$ cat src/rtl/ddr3_frame_reader_pkg.sv
// Shared types and widths for the DDR3 ping-pong frame reader.
package ddr3_frame_reader_pkg;

  localparam int ADDR_W       = 26;
  localparam int BURSTCOUNT_W = 8;

  typedef enum logic [1:0] {
    IDLE   = 2'd0,
    SELECT = 2'd1,
    REQ    = 2'd2,
    DATA   = 2'd3
  } state_t;

  // Counter width able to hold 0..n-1, never narrower than one bit.
  function automatic int cnt_w(input int n);
    return (n > 1) ? $clog2(n) : 1;
  endfunction

endpackage

$ cat src/rtl/ddr3_frame_reader_credit.sv
// Pixel FIFO free-space calculation and burst permit, purely combinational.
// A full burst is permitted only when the whole burst fits in the FIFO.
module frame_reader_credit #(
  parameter int FIFO_AW   = 9,
  parameter int BURST_LEN = 16
) (
  input  logic [FIFO_AW:0] fifo_used,
  output logic             burst_ok
);

  localparam int DEPTH = 1 << FIFO_AW;

  logic [FIFO_AW+1:0] diff;
  logic [FIFO_AW:0]   free_space;

  // Extra bit catches a fill level reported above the depth.
  assign diff       = (FIFO_AW+2)'(DEPTH) - {1'b0, fifo_used};
  assign free_space = diff[FIFO_AW+1] ? '0 : diff[FIFO_AW:0];
  assign burst_ok   = ({1'b0, free_space} >= (FIFO_AW+2)'(BURST_LEN));

endmodule

$ cat src/rtl/ddr3_frame_reader.sv
// Ping-pong frame fetcher: one Avalon burst outstanding, read data passed to the pixel FIFO with zero latency.
// Bursts are held back until the FIFO can take a full burst. FRAME_READER_STATS_EN adds frame/skip/overrun counters.
module ddr3_frame_reader
  import ddr3_frame_reader_pkg::*;
#(
  parameter int DATA_W      = 32,
  parameter int BURST_LEN   = 16,
  parameter int FRAME_WORDS = 307200,
  parameter int FIFO_AW     = 9
) (
  input  logic                    clk,
  input  logic                    reset_n,
  input  logic                    frame_start,
  input  logic                    buffer0_empty,
  input  logic                    buffer1_empty,
  input  logic [ADDR_W-1:0]       buffer0_offset,
  input  logic [ADDR_W-1:0]       buffer1_offset,
  output logic                    clear_buffer0,
  output logic                    clear_buffer1,
  output logic [ADDR_W-1:0]       avm_address,
  output logic                    avm_read,
  output logic [BURSTCOUNT_W-1:0] avm_burstcount,
  input  logic                    avm_waitrequest,
  input  logic [DATA_W-1:0]       avm_readdata,
  input  logic                    avm_readdatavalid,
  output logic                    fifo_wr_en,
  output logic [DATA_W-1:0]       fifo_wr_data,
  input  logic [FIFO_AW:0]        fifo_used,
  output logic                    frame_active,
  output logic                    cur_sel
`ifdef FRAME_READER_STATS_EN
  ,
  output logic [15:0]             frame_count,
  output logic [15:0]             skip_count,
  output logic [15:0]             overrun_count
`endif
);

  localparam int WCNT_W = cnt_w(FRAME_WORDS + 1);
  localparam int BCNT_W = cnt_w(BURST_LEN);

  state_t              state_q, state_d;
  logic                cur_valid_q;
  logic [ADDR_W-1:0]   base_q;
  logic [WCNT_W-1:0]   wcnt_q;
  logic [BCNT_W-1:0]   bcnt_q;
  logic                pending_q;
  logic                req_hold_q;

  logic                burst_ok;
  logic                other_sel, other_full, cur_full;
  logic                sel_switch, sel_repeat;
  logic                beat, last_beat, frame_done, overrun;

  frame_reader_credit #(
    .FIFO_AW   (FIFO_AW),
    .BURST_LEN (BURST_LEN)
  ) u_credit (
    .fifo_used (fifo_used),
    .burst_ok  (burst_ok)
  );

  assign other_sel  = ~cur_sel;
  assign other_full = other_sel ? ~buffer1_empty : ~buffer0_empty;
  assign cur_full   = cur_sel   ? ~buffer1_empty : ~buffer0_empty;
  assign sel_switch = other_full;
  assign sel_repeat = ~other_full & cur_full & cur_valid_q;

  assign beat       = (state_q == DATA) & avm_readdatavalid;
  assign last_beat  = beat & (bcnt_q == BCNT_W'(BURST_LEN - 1));
  assign frame_done = (wcnt_q == WCNT_W'(FRAME_WORDS - 1));
  assign overrun    = frame_start & ((state_q == REQ) | (state_q == DATA));

  always_ff @(posedge clk or negedge reset_n) begin
    if (!reset_n) state_q <= IDLE;
    else          state_q <= state_d;
  end

  always_comb begin
    state_d       = state_q;
    avm_read      = 1'b0;
    clear_buffer0 = 1'b0;
    clear_buffer1 = 1'b0;
    case (state_q)
      IDLE: begin
        if (frame_start) state_d = SELECT;
      end
      SELECT: begin
        if (sel_switch) begin
          state_d = REQ;
          if (cur_valid_q) begin
            clear_buffer0 = ~cur_sel;
            clear_buffer1 = cur_sel;
          end
        end else if (sel_repeat) begin
          state_d = REQ;
        end else begin
          state_d = IDLE;
        end
      end
      REQ: begin
        // A request already stalled must complete; an unissued one is dropped on overrun.
        avm_read = req_hold_q | (burst_ok & ~pending_q);
        if (avm_read & ~avm_waitrequest)  state_d = DATA;
        else if (pending_q & ~req_hold_q) state_d = SELECT;
      end
      DATA: begin
        if (last_beat) begin
          if (pending_q | frame_start) state_d = SELECT;
          else if (frame_done)         state_d = IDLE;
          else                         state_d = REQ;
        end
      end
      default: state_d = IDLE;
    endcase
  end

  always_ff @(posedge clk or negedge reset_n) begin
    if (!reset_n) begin
      cur_sel     <= 1'b0;
      cur_valid_q <= 1'b0;
      base_q      <= '0;
      wcnt_q      <= '0;
      bcnt_q      <= '0;
      pending_q   <= 1'b0;
      req_hold_q  <= 1'b0;
    end else begin
      pending_q  <= (state_d == SELECT) ? 1'b0 : (pending_q | overrun);
      req_hold_q <= avm_read & avm_waitrequest;
      if (state_q == SELECT) begin
        wcnt_q <= '0;
        bcnt_q <= '0;
        if (sel_switch) begin
          cur_sel     <= other_sel;
          cur_valid_q <= 1'b1;
          base_q      <= other_sel ? buffer1_offset : buffer0_offset;
        end else if (sel_repeat) begin
          base_q      <= cur_sel ? buffer1_offset : buffer0_offset;
        end
      end else if (beat) begin
        wcnt_q <= wcnt_q + 1'b1;
        bcnt_q <= last_beat ? '0 : bcnt_q + 1'b1;
      end
    end
  end

  assign frame_active   = (state_q == REQ) | (state_q == DATA);
  assign avm_address    = (state_q == REQ) ? base_q + ADDR_W'(wcnt_q) : '0;
  assign avm_burstcount = frame_active ? BURSTCOUNT_W'(BURST_LEN) : '0;
  assign fifo_wr_en     = beat;
  assign fifo_wr_data   = beat ? avm_readdata : '0;

`ifdef FRAME_READER_STATS_EN
  always_ff @(posedge clk or negedge reset_n) begin
    if (!reset_n) begin
      frame_count   <= '0;
      skip_count    <= '0;
      overrun_count <= '0;
    end else begin
      if (last_beat && frame_done && frame_count != 16'hFFFF)
        frame_count <= frame_count + 1'b1;
      if (state_q == SELECT && state_d == IDLE && skip_count != 16'hFFFF)
        skip_count <= skip_count + 1'b1;
      if (overrun && overrun_count != 16'hFFFF)
        overrun_count <= overrun_count + 1'b1;
    end
  end
`endif

endmodule

$ cat config.mk
export PLATFORM = sky130hd
export DESIGN_NAME = ddr3_frame_reader
export DESIGN_NICKNAME = d
export VERILOG_FILES = /design/src/rtl/ddr3_frame_reader_pkg.sv /design/src/rtl/ddr3_frame_reader_credit.sv /design/src/rtl/ddr3_frame_reader.sv
export SDC_FILE = /design/constraint.sdc
export NUM_CORES = 1
export LEC_CHECK = 0
export CORE_UTILIZATION = 49
export DETAILED_ROUTE_END_ITERATION = 10
export GPL_ROUTABILITY_DRIVEN = 1
export HOLD_SLACK_MARGIN = 0.15
export PLACE_DENSITY = 0.95
export SETUP_SLACK_MARGIN = 0.15
export SYNTH_ARGS = -nofsm -noshare
export SYNTH_HDL_FRONTEND = slang
export SYNTH_SLANG_ARGS = --single-unit
$ cat constraint.sdc
create_clock -name clk -period 4.96 [get_ports clk]
set_input_delay 0.992 -clock clk [delete_from_list [all_inputs] [get_ports clk]]
set_output_delay 0.992 -clock clk [all_outputs]
set_load 0.05 [all_outputs]
After elaboration in Yosys (flattened, before gate mapping)
Index checks and enable logic that the tools add are counted.

Bits in registers: 55. Bits of input ports: 101. Output and inout port bits: 72. Word-level logic and storage cells: 76.

$add $sub $neg: 4. Order comparisons: 1. Equal/unequal tests: 6. Mux-type cells: 32. Bitwise operators: 20. Reduce and logical (&&, ||, !) cells: 5.

Operator list (number): $mux W26 (5); $mux W19 (2); $mux W32 (1); $add A26 B19 Y26 (1); $add A19 B1 Y19 const B (1); $eq A19 B19 Y1 const B (1); $mux W2 (8); $mux W4 (3); $sub A10 B10 Y11 const A (1); $ge A10 B5 Y1 const B (1); $mux W1 (10); $mux W10 (1); $and A1 B1 Y1 (9); $pmux W2 S4 (1); $not A1 Y1 (7); $mux W5 (1); $add A4 B1 Y4 const B (1); $eq A2 B1 Y1 const B (2); $eq A2 B2 Y1 const B (2); $eq A4 B4 Y1 const B (1); $or A1 B1 Y1 (4); $reduce_and A2 Y1 (2); $reduce_bool A2 Y1 (2); $logic_not A2 Y1 (1).

Longest topological paths before layout
Gate-level depths: netlist of the first run.

Depth after elaboration: 10. Depth in mapped cells: 8. Mapped depth without buffers: 8.

By module
Synthesis of the first run repeated with hierarchy kept, for this count alone.

Cells, all modules: 524. Area total of the unflattened synthesis: 4301.6 µm².

Modules (own cells, without submodules): ddr3_frame_reader (instances 1, cells each 512, area each 4220.3 µm², seq. area each 1376.3 µm²); frame_reader_credit (instances 1, cells each 12, area each 81.3 µm², seq. area each 0.0 µm²).

Worst setup path after synthesis of the first run
OpenSTA, ideal clock, no wires.

Path kind: reg-to-output. From: reg wcnt_q[1]. To: out avm_address[19]. Data arrival time: 2801 ps. Data required time: 3968 ps. Slack: 1167 ps. Cell stages (with the launch flop): 7. Path buffers: 0. Path through: dfrtp_1 -> ha_1 -> a211oi_2 -> o21ai_2 -> a32oi_2 -> nand4_4 -> o311ai_1.

Cells in the longest elaborated chain, start to end: 2.

RTL lines: start, declared (RTL line ddr3_frame_reader.sv:45) `logic [WCNT_W-1:0] wcnt_q;`; start signal, assigned (RTL line ddr3_frame_reader.sv:141) `wcnt_q <= wcnt_q + 1'b1;`; $add A26 B19 Y26 (RTL line ddr3_frame_reader.sv:148) `assign avm_address = (state_q == REQ) ? base_q + ADDR_W'(wcnt_q) : '0;`; $mux W26 (RTL line ddr3_frame_reader.sv:148); end, declared (RTL line ddr3_frame_reader.sv:20) `output logic [ADDR_W-1:0] avm_address,`.

No other way between the ends.

Worst setup path in the final report of the first run
From: reg wcnt_q[0]. To: out avm_address[24].

Same word-level chain as after synthesis.

==> metrics.cfg, run 1 <==
[layout]
area_growth_pct = 39.17
fillers = 636
instances_no_fill = 782
final_nets = 798
drive_gt1_frac = 0.06528
stdcell_area_um2 = 6228
diodes = 0
final_util = 0.7107

[clock_tree]
cts_resized = 0
root_buffer = clkbuf_8
clk_latency_ns = 0.32
cts_buffer_depth = 2
cts_tree = done
cts-htree-levels = 2
cts.sinks = 55
clk_pin_slew_worst_paths_ns = 0.11
holdBufCountCts = 0
post_cts_buffers = 0
numCtsBuffers = 5

[timing]
fmax_ghz = 0.2153
fin_skew_ns = 0.008677
setup_violations = 0
fin_crit_ns = 4.645
fin_crit_sh = 0.9365
hold_viol_final = 0
max_slew.worst_pin.slew_ns = 0.8101
setup_ws_ns = 0.3148
rsz0062_at_grt = no
slew_headroom = 0.4599
hold_slack_ns = 0.5127
maxSlewViolCount = 0
timing.setup.tns_ns = 0

[worst_setup_path]
path_class = reg2out
critPathCaptureType = output pin
required_ns = 3.97
critPathLaunchType = flop
cp_data_arrival_time_ns = 3.65
critPathMaxFanout = 8

[floorplanning]
rows = 34
die_area_um2 = 9520
dieWidth_um = 97.57
die_h_um = 97.57
io_pins = 173
initial_core_util = 0.5107
core_um2 = 8763

[logic_synthesis]
synth_area_per_cell_um2 = 8.541
ys_warn_count = 0
synthArstFlopShare = 1.000
syn_area_um2 = 4476
ys_types = 64
syn_inst = 524
synth_area_leaders = dfrtp_1, mux2i_1, ha_1, a21oi_1, nor2_1
synth_top_area_cell = dfrtp_1
synth-main-ff-cell = dfrtp_1
ys_seq_elements = 55
ys_seq_area_frac = 0.3075
synth_edf_count = 0
synth_top_cell_area_share = 0.3075

[placement]
dp_hpwl_mm = 9.780
placed_cell_area_um2 = 6143
gp_congestion = 0.8910
pre_cts_ws_ns = 0.4742
dp_cells = 775
numPortBuffers = 165

[drt]
antenna_left = 0
avgRoutedWirePerCell_um = 16.09
route.vias.total = 4579
via_per_inst = 5.855
drt_iter0_drc = 211
drc = 0
wl_mm = 12.58
first_pass_iters = 5

[grt]
grt_overflow = 0
grt_pass1_wl_mm = 21.04
grt_pass1_vias = 4661
grt_usage = 0.2664
grt_max_degree = 56
grt_antenna_before_repair = 0

[pwr]
powerDensity_nw_per_um2 = 522.2
total_power_mw = 3.252
p_leak_nw = 2.646
irDropWorstVdd_uv = 248.7

[outcome]
status = completed

[min_path]
holdCritPathClass = reg2reg

[job]
maxCapViolCount = 0

==> power by group <==
part	switching, mW	leakage, nW	internal, mW	total (mW)
Combinational	1.43	1.93	0.815	2.24
Clock	0.159	0.0406	0.0990	0.258
Sequential	0.163	0.676	0.587	0.750
Total	1.75	2.65	1.50	3.25
==> layout make-up <==
type / count / area, µm² / share of cell area
multi-input combinational: 431 / 2903 / 0.4661
timing repair buffer: 171 / 1692 / 0.2716
sequential: 55 / 1376 / 0.2210
tap: 108 / 135.1 / 0.02170
clock buffer: 5 / 68.82 / 0.01105
inverter: 10 / 37.54 / 0.006027
clock inverter: 2 / 16.27 / 0.002611
==> critical path, cell delays in order, from the launching register on <==
cell and delay [ns]:
dfrtp_1 0.50, ha_1 0.28, fa_1 0.44, a211oi_2 0.28, o211ai_2 0.15, a41oi_4 0.37, o21ai_4 0.12, a31oi_1 0.24
a41o_1 0.14, clkdlybuf4s50_1 0.81
==> state kept, by name (all words and copies together) (netlist names) <==
signal and flops:
base_q 26, cur_sel 1, pending_q 1, req_hold_q 1
wcnt_q 19, bcnt_q 4, state_q 2, cur_valid_q 1
==> placed cells by master (no fill, tap or decap), types with 10 or more instances in the layout <==
cell type / n
nand2_1: 37
dfrtp_1: 55
clkdlybuf4s50_1: 164
ha_1: 22
o21ai_0: 23
a21oi_1: 49
xnor2_1: 10
nand3_1: 16
mux2i_1: 30
and2_1: 36
nor2_1: 61
==> cell families after synthesis <==
kind of cell               after synthesis  synth area share
xor gates and xnor gates                18           0.03522
muxes                                   30           0.06710
AOI/OAI and AO/OA                      145            0.2276
DFF                                     55            0.3075
other                                    1         0.0008379
buffers and inverters                   44           0.05060
adders and majority gates               23           0.06598
and+or+nand+nor                        208            0.2452
==> cells in the mapped netlist, types with 3 or more instances <==
| master | count |
|---|---|
| a41o_1 | 3 |
| o31ai_1 | 9 |
| a31oi_1 | 5 |
| a21boi_0 | 3 |
| nand4_1 | 9 |
| nor3_1 | 8 |
| and4_1 | 5 |
| xor2_1 | 8 |
| o21ai_0 | 23 |
| nor2_1 | 61 |
| a21oi_1 | 49 |
| inv_1 | 9 |
| buf_2 | 13 |
| a21o_1 | 7 |
| dfrtp_1 | 55 |
| ha_1 | 22 |
| mux2i_1 | 30 |
| o211ai_1 | 9 |
| buf_4 | 12 |
| nand2_1 | 37 |
| o21ai_2 | 3 |
| xnor2_1 | 10 |
| and3_1 | 6 |
| a21oi_2 | 4 |
| nand2b_1 | 6 |
| nor4_1 | 8 |
| clkbuf_1 | 8 |
| nand3_1 | 16 |
| and2_1 | 36 |
==> routing by layer <==
layer / share of wire / track usage
met1: 0.39 / 0.3104
met2: 0.53 / 0.4938
met3: 0.072 / 0.05108
met4: 0.014 / 0.07240
met5: 0 / 0
==> path summary, 6_finish.rpt <==
path                       cells past startpoint       start         endpoint  slack, ns
max                                            9   wcnt_q[0]  avm_address[24]       0.31
min                                            1   bcnt_q[3]        bcnt_q[3]       0.51
max in group asynchronous                      2     reset_n       base_q[22]       3.67
min reg2reg                                    1   bcnt_q[3]        bcnt_q[3]       0.51
max reg2reg                                    7  state_q[1]       wcnt_q[15]       2.73
min in group asynchronous                      2     reset_n       base_q[18]       0.78
Power figures use the tool's default switching activity.
==> inputs of run 2 (changes only) <==
ABC_AREA = 1   (was not set)
CORE_UTILIZATION = 42   (was 49)
PLACE_DENSITY = 0.89   (was 0.95)
clock period = 4.2 ns   (was 4.96 ns; I/O delays follow)
==> run 2 against run 1 <==
  * Sequential share of layout area fell by 1.7 points
  * Non-clock buffer count is the same
  * Worst setup slack better by 0.018 ns
  * Combinational power up 22%
  * Flip-flop and latch count unchanged
  * Register-to-register slack worse by 0.70 ns
  * Global-route usage is 2.0 points lower
  * Critical endpoint is now avm_address[10]
  * Largest power group unchanged
  * Highest routed layer unchanged
==> metrics.cfg, run 2 <==
[floorplanning]
io_pins = 173
die_area_um2 = 11940
rows = 38
die_h_um = 109.3
dieWidth_um = 109.3
initial_core_util = 0.4381
core_um2 = 11030

[placement]
dp_hpwl_mm = 11.72
dp_cells = 1054
gp_congestion = 0.9601
numPortBuffers = 165
pre_cts_ws_ns = 0.5882

[worst_setup_path]
critical-path-max-stage-delay_ns = 0.81
path_class = reg2out
critPathLaunchType = flop
critPathMaxFanout = 5
cp_data_arrival_time_ns = 3.03
critPathCaptureType = output pin
cp_top_family = buffers and inverters
cp_num_buf_inv = 1
worstPathCellList = ha_1, fa_1, nand2_1, o21ai_4, a21oi_2, o21ai_1, xnor2_1, nor2_1, clkdlybuf4s50_1
required_ns = 3.36
cp_slowest_cell = clkdlybuf4s50_1

[layout]
instances_no_fill = 1062
top_regs = base_q (26), wcnt_q (19), bcnt_q (4)
seq_area_um2 = 1376
drive_gt1_frac = 0.05531
final_nets = 1045
fillers = 982
largest_register_ffs = 26
layout_common_cells = nand2_1, clkdlybuf4s50_1, nor2_1
final_util = 0.6115
largest_register = base_q
multiInputGateArea_um2 = 2907
diodes = 0
layout_commonest_cell = nand2_1
area_growth_pct = 39.59

[clock_tree]
root_buffer = clkbuf_16
numCtsBuffers = 5
cts_buffer_depth = 2
clk_pin_slew_worst_paths_ns = 0.07
cts-htree-levels = 2
clk_latency_ns = 0.29
cts_tree = done
cts.sinks = 55
holdBufCountCts = 0

[timing]
setup_ws_ns = 0.3324
maxSlewViolCount = 0
fin_skew_ns = 0.003460
setup_violations = 0
hold_viol_final = 0
fin_crit_ns = 3.868
fin_crit_sh = 0.9209
rsz0062_at_grt = no
fmax_ghz = 0.2586
slew_headroom = 0.4305
max_slew.worst_pin.slew_ns = 0.8522
timing.setup.tns_ns = 0

[grt]
grt_antenna_before_repair = 0
grt_usage = 0.2461
grt_overflow = 0
grt_pass1_vias = 4876
grt_pass1_wl_mm = 23.36
grt_max_degree = 53

[logic_synthesis]
ys_types = 42
synthArstFlopShare = 1.000
ys_warn_count = 0
synth_top_area_cell = dfrtp_1
ys_seq_area_frac = 0.2848
syn_inst = 765
yosys-top-cells-count = nand2_1, nor2_1, inv_1
ys_seq_elements = 55
synth_area_leaders = dfrtp_1, nand2_1, nor2_1, inv_1, nand3_1
synth-main-ff-cell = dfrtp_1
syn_area_um2 = 4832
synth.most_common_cell = nand2_1
synth_edf_count = 0
synth_area_per_cell_um2 = 6.317
synth_top_cell_area_share = 0.2848

[pwr]
p_leak_nw = 3.347
total_power_mw = 4.113
irDropWorstVdd_uv = 670.3
powerDensity_nw_per_um2 = 609.8

[drt]
antenna_left = 0
wl_mm = 14.49
avgRoutedWirePerCell_um = 13.64
route.vias.total = 5482
drc = 0
drt_iter0_drc = 547
via_per_inst = 5.162
first_pass_iters = 8

[outcome]
status = completed

[min_path]
holdCritPathClass = in2async

[job]
maxCapViolCount = 0

run 2: cell types whose count changed after synthesis, sizes merged, moves of 7 or more:
cell    previous run  this run
a21oi             53        40
a31oi              5        26
and2              36         0
and3               7         0
inv               10       111
mux2i             30         1
nand2             38       167
nand3             17        72
nor2              62       145
nor4               8         1
o211ai            11         0
o31ai              9         1
run 2: routing by layer:
| metal | wire, µm | GRT usage |
|---|---|---|
| met4 | 214 | 0.06095 |
| met5 | 0 | 0 |
| met3 | 1029 | 0.03288 |
| met2 | 6851 | 0.3998 |
| met1 | 6392 | 0.3444 |
run 2: layout make-up:
type / count / area share
clock buffer: 6 / 0.02059
sequential: 55 / 0.2040
tap: 140 / 0.02597
timing repair buffer: 171 / 0.2515
clock inverter: 2 / 0.005194
inverter: 111 / 0.06177
multi-input combinational: 577 / 0.4309
run 2: worst paths after layout:
check | end | cells past startpoint | slack (ns) | startpoint
max | avm_address[10] | 9 | 0.33 | wcnt_q[0]
min | base_q[23] | 1 | 0.41 | reset_n
max reg2reg | base_q[17] | 8 | 2.03 | state_q[1]
min reg2reg | cur_valid_q | 2 | 0.50 | cur_valid_q
max in group asynchronous | wcnt_q[0] | 2 | 2.95 | reset_n
min in group clk | cur_valid_q | 2 | 0.50 | cur_valid_q
run 2: through the flow:
step	hold slack, ns	area (µm²)
6_report	0.4130	6745
5_1_grt	0.4340	6745
4_1_cts	0.4262	6738
3_5_place_dp	0.4761	6564
3_3_place_gp	0.4671	6564
2_1_floorplan	0.4461	4855
run 2: logic make-up after synthesis:
family	count (synthesis)	share of synthesized area
fa+ha+maj	23	0.06111
xor+xnor	7	0.01269
simple gates	421	0.3767
mux	1	0.002072
flops	55	0.2848
other cells	1	0.0007761
buf+inv	139	0.1183
compound gates	118	0.1435
run 2: repair_timing:
| action | in CTS | in global routing |
|---|---|---|
| endpoints found under the setup margin | 0 | 3 |
| setup buffers | 0 | 0 |
| gates resized for setup | 0 | 3 |
run 2: report_power, final:
part / total, mW / internal [mW] / switching (mW)
logic: 2.74 / 0.880 / 1.86
clock network: 0.480 / 0.297 / 0.183
registers: 0.891 / 0.704 / 0.187
==> inputs of run 3 (changes only) <==
CORE_MARGIN = 2   (was not set)
==> run 3 against run 2 <==
  * Critical path depth is the same
  * First-iteration DRC count grew 1.8%
  * Critical endpoint unchanged
  * Design area shrank 0.35%
  * Hold slack gained 0.080 ns
  * Cell count grew 0.19%
==> metrics.cfg, run 3 (synthesis results as in run 2) <==
[clock_tree]
cts_buffer_depth = 2
cts.sinks = 55
cts-htree-levels = 2
numCtsBuffers = 5
post_cts_buffers = 0
root_buffer = clkbuf_16
cts_tree = done
clk_pin_slew_worst_paths_ns = 0.07
clk_latency_ns = 0.29

[drt]
via_per_inst = 5.232
drc = 0
wl_met1_mm = 6.500
wl_met3_mm = 1.027
avgRoutedWirePerCell_um = 13.94
highest_layer = met4
route.vias.total = 5567
antenna_left = 0
first_pass_iters = 5
drt_iter0_drc = 557
wl_met2_mm = 6.974
wl_mm = 14.83

[placement]
dp_hpwl_mm = 11.77
gp_congestion = 0.9888
numPortBuffers = 165
dp_cells = 1056

[pwr]
netSwitchingPower_mw = 2.226
p_seq_frac = 0.218
total_power_mw = 4.061
p_leak_nw = 3.334
powerDensity_nw_per_um2 = 604.1
p_int_mw = 1.834
p_clk_frac = 0.108
irDropWorstVdd_uv = 476.1
p_sw_frac = 0.5483
combinationalPowerShare = 0.674

[layout]
largest_register = base_q
layout_commonest_cell = nand2_1
top_regs = base_q (26), wcnt_q (19), bcnt_q (4)
diodes = 0
largest_register_ffs = 26
layout_common_cells = nand2_1, clkdlybuf4s50_1, nor2_1
final_nets = 1044
drive_gt1_frac = 0.05429
area_growth_pct = 39.10
fillers = 1066
instances_no_fill = 1064
multiInputGateArea_um2 = 2907
seq_area_um2 = 1376

[floorplanning]
die_area_um2 = 12380
core_um2 = 11320
io_pins = 173
initial_core_util = 0.4268
dieWidth_um = 111.3
rows = 39
die_h_um = 111.3

[worst_setup_path]
path_class = reg2out
cp_data_arrival_time_ns = 3.01
critPathMaxFanout = 5
critPathLaunchType = flop
required_ns = 3.36
critPathCaptureType = output pin

[job]
maxCapViolCount = 0

[timing]
setup_violations = 0
max_slew.worst_pin.slew_ns = 0.9045
fin_crit_ns = 3.854
fmax_ghz = 0.2595
fin_crit_sh = 0.9176
timing.setup.tns_ns = 0
slew_headroom = 0.3955
fin_skew_ns = 0.006781
maxSlewViolCount = 0
rsz0062_at_grt = no
hold_viol_final = 0

[min_path]
holdCritPathClass = reg2reg

[grt]
grt_overflow = 0
grt_pass1_vias = 5171
grt_usage = 0.2367
grt_pass1_wl_mm = 24.44
grt_antenna_before_repair = 0
grt_max_degree = 53

[outcome]
status = completed

run 3: power groups by stage:
stage | clock, mW | sequential (mW) | combinational [mW]
final | 0.438 | 0.887 | 2.74
after global routing | 0.459 | 0.907 | 2.98
after CTS | 0.436 | 0.880 | 2.73
after detailed placement | 0 | 0.889 | 2.72
after global placement | 0 | 0.880 | 2.70
after floorplan | 0 | 0.835 | 1.95
run 3: cell type report:
| type | count | area share |
|---|---|---|
| Sequential cell | 55 | 0.2048 |
| Tap cell | 143 | 0.02662 |
| Multi-Input combinational cell | 577 | 0.4324 |
| Clock buffer | 8 | 0.02327 |
| Inverter | 111 | 0.06199 |
| Timing Repair Buffer | 170 | 0.2509 |
run 3: through the flow:
stage               setup slack [ns]  utilization  instance area (µm²)  hold slack [ns]
detailed placement            0.5815       0.5792                 6558           0.4859
CTS                           0.3330       0.5931                 6714           0.4977
floorplan                     0.9324            -                 4855           0.4461
global route                  0.1523       0.5937                 6721           0.5583
finish                        0.3460       0.5937                 6721           0.4930
global placement              0.5896       0.5792                 6558           0.4683
run 3: worst paths after layout:
kind,from,end,slack (ns),cells past startpoint
setup reg to reg,state_q[1],wcnt_q[9],1.92,10
hold / removal,cur_valid_q,cur_valid_q,0.49,2
min in group asynchronous,reset_n,base_q[21],0.57,1
setup / recovery,wcnt_q[0],avm_address[10],0.35,9
max in group asynchronous,reset_n,wcnt_q[1],2.81,2
hold reg to reg,cur_valid_q,cur_valid_q,0.49,2
run 3: routing by layer:
layer,GRT usage,vias to the layer above
met5,0,-
met4,0.06914,0
met3,0.03335,29
met2,0.3927,220
met1,0.3224,2540
li1,-,2778
run 3: worst max-delay path, cell delays in order (launching register included):
cell and delay (ns):
dfrtp_1 0.43, ha_1 0.26, fa_1 0.43, nand2_1 0.14
o21ai_4 0.08, a21oi_2 0.25, o21ai_1 0.11, xnor2_1 0.13
nor2_1 0.08, clkdlybuf4s50_1 0.81
run 3: repair_timing:
action / CTS / global route
endpoints found under the hold margin: 0 / 0
resized for setup: 0 / 3
endpoints found under the setup margin: 0 / 3
hold buffers: 0 / 0
